`src/rtl/pc_fetch_ctrl.sv`:
```
// Purpose: sequences PC updates and a single-outstanding IMEM fetch, with trap/redirect kill.
// Latency: returned word reaches decode in the rvalid cycle (0 cycles); PC advances on accept.
// Backpressure: i_stall parks the word in a one-entry hold buffer; no new request until it drains.
module pc_fetch_ctrl #(
  parameter logic [31:0] RESET_PC = 32'h0000_0000
) (
  input  logic        i_clk,
  input  logic        in_rst,
  input  logic [31:0] pc,
  output logic        pc_enable,
  output logic [31:0] nxt_pc,
  output logic        imem_req,
  output logic [31:0] imem_addr,
  input  logic        imem_gnt,
  input  logic        imem_rvalid,
  input  logic [31:0] imem_rdata,
  input  logic        i_stall,
  input  logic        redirect_valid,
  input  logic [31:0] redirect_pc,
  input  logic        trap_valid,
  input  logic [31:0] mtvec,
  output logic        if_valid,
  output logic [31:0] if_instr,
  output logic [31:0] if_pc
);

  typedef enum logic [1:0] {
    BOOT = 2'd0,
    REQ  = 2'd1,
    WAIT = 2'd2,
    HOLD = 2'd3
  } state_t;

  state_t      state, state_nxt;
  logic        kill, kill_nxt;
  logic [31:0] hold_instr, hold_instr_nxt;
  logic [31:0] hold_pc, hold_pc_nxt;

  logic        redir;
  logic [31:0] redir_tgt;
  logic [31:0] seq_pc;

  assign redir     = redirect_valid | trap_valid;
  assign redir_tgt = trap_valid ? {mtvec[31:2], 2'b00} : {redirect_pc[31:2], 2'b00};
  assign seq_pc    = pc + 32'd4;

  // State, kill flag and hold buffer registers; reset clears everything immediately.
  always_ff @(posedge i_clk or negedge in_rst) begin
    if (!in_rst) begin
      state      <= BOOT;
      kill       <= 1'b0;
      hold_instr <= 32'h0;
      hold_pc    <= 32'h0;
    end else begin
      state      <= state_nxt;
      kill       <= kill_nxt;
      hold_instr <= hold_instr_nxt;
      hold_pc    <= hold_pc_nxt;
    end
  end

  // Next-state and output decode; outputs held at 0 while reset is asserted.
  always_comb begin
    state_nxt      = state;
    kill_nxt       = kill;
    hold_instr_nxt = hold_instr;
    hold_pc_nxt    = hold_pc;
    pc_enable      = 1'b0;
    nxt_pc         = 32'h0;
    imem_req       = 1'b0;
    imem_addr      = 32'h0;
    if_valid       = 1'b0;
    if_instr       = 32'h0;
    if_pc          = 32'h0;

    if (in_rst) begin
      case (state)
        BOOT: begin
          pc_enable = 1'b1;
          nxt_pc    = RESET_PC;
          state_nxt = REQ;
        end
        REQ: begin
          imem_req  = 1'b1;
          imem_addr = pc;
          if (redir) begin
            pc_enable = 1'b1;
            nxt_pc    = redir_tgt;
            // A grant in the redirect cycle fetches the stale address: kill its data.
            if (imem_gnt) begin
              state_nxt = WAIT;
              kill_nxt  = 1'b1;
            end
          end else if (imem_gnt) begin
            state_nxt = WAIT;
          end
        end
        WAIT: begin
          if (redir) begin
            pc_enable = 1'b1;
            nxt_pc    = redir_tgt;
            if (imem_rvalid) begin
              kill_nxt  = 1'b0;
              state_nxt = REQ;
            end else begin
              kill_nxt  = 1'b1;
            end
          end else if (imem_rvalid) begin
            if (kill) begin
              kill_nxt  = 1'b0;
              state_nxt = REQ;
            end else begin
              if_valid = 1'b1;
              if_instr = imem_rdata;
              if_pc    = pc;
              if (i_stall) begin
                hold_instr_nxt = imem_rdata;
                hold_pc_nxt    = pc;
                state_nxt      = HOLD;
              end else begin
                pc_enable = 1'b1;
                nxt_pc    = seq_pc;
                state_nxt = REQ;
              end
            end
          end
        end
        HOLD: begin
          if (redir) begin
            pc_enable = 1'b1;
            nxt_pc    = redir_tgt;
            state_nxt = REQ;
          end else begin
            if_valid = 1'b1;
            if_instr = hold_instr;
            if_pc    = hold_pc;
            if (!i_stall) begin
              pc_enable = 1'b1;
              nxt_pc    = seq_pc;
              state_nxt = REQ;
            end
          end
        end
        default: state_nxt = BOOT;
      endcase
    end
  end

endmodule

```
`config.mk`:
```
export PLATFORM = sky130hd
export DESIGN_NAME = pc_fetch_ctrl
export DESIGN_NICKNAME = d
export VERILOG_FILES = /design/src/rtl/pc_fetch_ctrl.sv
export SDC_FILE = /design/constraint.sdc
export NUM_CORES = 1
export LEC_CHECK = 0
export ABC_AREA = 1
export CORE_MARGIN = 5
export CORE_UTILIZATION = 45
export DETAILED_ROUTE_END_ITERATION = 10
export GPL_ROUTABILITY_DRIVEN = 0
export PLACE_DENSITY = 0.88
export SETUP_SLACK_MARGIN = 0.02
export SYNTH_ARGS = -nofsm -noshare
export SYNTH_HDL_FRONTEND = slang
export SYNTH_SLANG_ARGS = --single-unit
```
`constraint.sdc`:
```
create_clock -name i_clk -period 4.6 [get_ports i_clk]
set_clock_uncertainty 0.1 [all_clocks]
set_input_delay 0.92 -clock i_clk [delete_from_list [all_inputs] [get_ports i_clk]]
set_output_delay 0.92 -clock i_clk [all_outputs]
set_load 0.05 [all_outputs]
```
==> out/metrics.yaml <==
yosys_register_bits: 67
dp_slack_ns: 0.4025
synth_area_leader_cell: "dfrtp_1"
postCtsSetupRepairBufs: 0
syn_area_mm2: 0.005338
clkSinkCount: 67
fin_tns_setup_ns: 0
grt_antenna_before_repair: 0
crit_fanout: 6
start_kind: "input pin"
synth_nets: 904
cts_htree_levels: 3
row_count: 39
critPathSlowestCell: "clkdlybuf4s50_1"
grt_start_max_net_pins: 68
regToRegSetupSlack_ns: 1.54
final_common_cell: "nor2_1"
chipHeight_um: 118.9
viasPerCell: 5.840
critPathTopFamily: "buffers and inverters"
cpPeakStageDelay_ns: 0.60
crit_type: "input pin to primary output"
leakagePower_nw: 4.115
die_x_um: 118.9
dr.pass1.iters: 7
dieArea_mm2: 0.01414
cts.path.max_buffers: 2
coreArea_mm2: 0.01152
cp.required_ns: 3.58
cts_resized: 0
slew_violations: 0
synth_top_area_share_pct: 31.41
dr_total_vias: 6716
grt_pass1_vias: 6806
root_buffer: "clkbuf_16"
track_usage_pct: 30.82
syn_avg_cell_area_um2: 6.996
path_depth: 11
wl_um: 22430
synth_top_flop_cell: "dfrtp_1"
tritoncts: "yes"
ios: 266
cp-end-kind: "primary output"
cts_hold_buf: 0
final_area_mm2: 0.009610
status: "completed"
placed_area_mm2: 0.009316
dp.final_hpwl_um: 17440
finalCritPeriodShare_pct: 92.16
antennaDiodeCount: 0
dr.first_iter.drc_count: 592
worst_slew_pin_slew_ns: 1.013
async_reset_ff_share_pct: 100.0
critPathMostFrequentCell: "nand2_1"
layout.nets: 1144
clk_latency_ns: 0.32
hold_slack_ns: 0.3542
min_path_type: "input pin to async pin"
worstPathCellList: "clkdlybuf4s50_1 > ha_1 > nand3_2 > inv_1 > nand2_1 > nor2_2 > nand2_1 > nand2_1 > nand3_1 > a21oi_1 > buf_12"
vdd_drop_max_uv: 243.2
area_growth_pct: 80.05
cp_num_buf_inv: 3
grt_overflow: 0
max_slew_margin_pct: 32.39
numCtsBuffers: 9
setup_viol: 0
synth_area_leaders: "dfrtp_1 31%, nor2_1 12%, nand2_1 9.6%, a22oi_1 9.0%, mux2_4 5.6%"
synthDistinctLibCells: 35
rr_worst_depth: 9
path_clk_slew_ns: 0.06
drive_above_1_share_pct: 20.06
rsz0062_at_grt: "false"
drv_cap: 0
hold_violations: 0
drc: 0
pwr_density_cell_mw_per_mm2: 326.0
synth_seq_area_share_pct: 31.41
synth-edff-count: 0
fmax_ghz: 0.2359
ys_warn_count: 0
io_buffers: 261
grt_pass1_wl_um: 35310
final_cell_mix: "171 x nor2_1, 136 x nand2_1, 132 x buf_12, 129 x clkdlybuf4s50_1, 67 x dfrtp_1"
synthCells: 763
cp.arrival_ns: 3.22
final.setup.worst_slack_ns: 0.3608
start_util_pct: 46.35
period_needed_ns: 4.239
ant_nets: 0
wl_per_cell_um: 19.50
==> power breakdown <==
group | internal, mW | switching (mW) | total (mW) | leakage [nW]
registers | 0.684 | 0.0629 | 0.747 | 0.923
logic | 0.715 | 0.991 | 1.71 | 3.05
clock network | 0.431 | 0.250 | 0.681 | 0.142
total | 1.83 | 1.30 | 3.13 | 4.12
==> flip-flops by register name, indices dropped and copies added (netlist names) <==
signal	count
kill	1
hold_pc	32
state	2
hold_instr	32
==> cells by family after synthesis <==
family,count (synthesis),synth area share [%]
flip-flops,67,31.41
multiplexers,36,8.908
XOR/XNOR,4,0.6565
adder cells (fa/ha/maj),6,1.406
AO/OA/AOI/OAI,178,20.89
AND/OR/NAND/NOR,367,28.18
buffers and inverters,105,8.556
==> metrics by stage <==
stage | std cells | util, % | total power [mW]
floorplan | 763 | - | 1.619
global placement | 1135 | 80.90 | 2.404
detailed placement | 1135 | 80.90 | 2.447
CTS | 1150 | 83.45 | 3.139
global route | 1150 | 83.45 | 3.271
finish | 1150 | 83.45 | 3.133
==> worst paths after layout <==
kind / start / endpoint
setup / recovery: pc[3] / nxt_pc[28]
hold / removal: in_rst / hold_pc[11]
setup reg to reg: state[0] / hold_pc[6]
hold reg to reg: hold_pc[3] / hold_pc[3]
max in group asynchronous: in_rst / hold_pc[15]
min in group i_clk: hold_pc[3] / hold_pc[3]
==> synthesized netlist by cell type (6+ instances only) <==
library cell,n
clkbuf_1,19
buf_2,20
ha_1,6
nor2_1,171
or2_2,11
mux2_4,20
nand3_1,35
nand2_1,136
o211ai_1,14
o21ai_1,12
mux2_1,12
dfrtp_1,67
a21oi_1,35
inv_1,56
a22oi_1,64
o21ai_0,43
==> area by class of cell <==
class | instances | area (um^2)
inverter | 60 | 225.2
clock inverter | 4 | 51.30
clock buffer | 11 | 242.7
multi-input combinational | 591 | 3204
timing repair buffer | 274 | 4031
sequential | 67 | 1677
fill | 665 | 1906
tap | 143 | 178.9
==> layer usage <==
layer	vias to the layer above	routed length, um	track usage, %
li1	3046	-	-
met1	3129	8032	36.73
met2	459	10880	51.47
met3	82	2404	8.057
met4	0	1114	15.57
met5	-	0	0
Note: power is estimated with default switching activity, not from simulation.
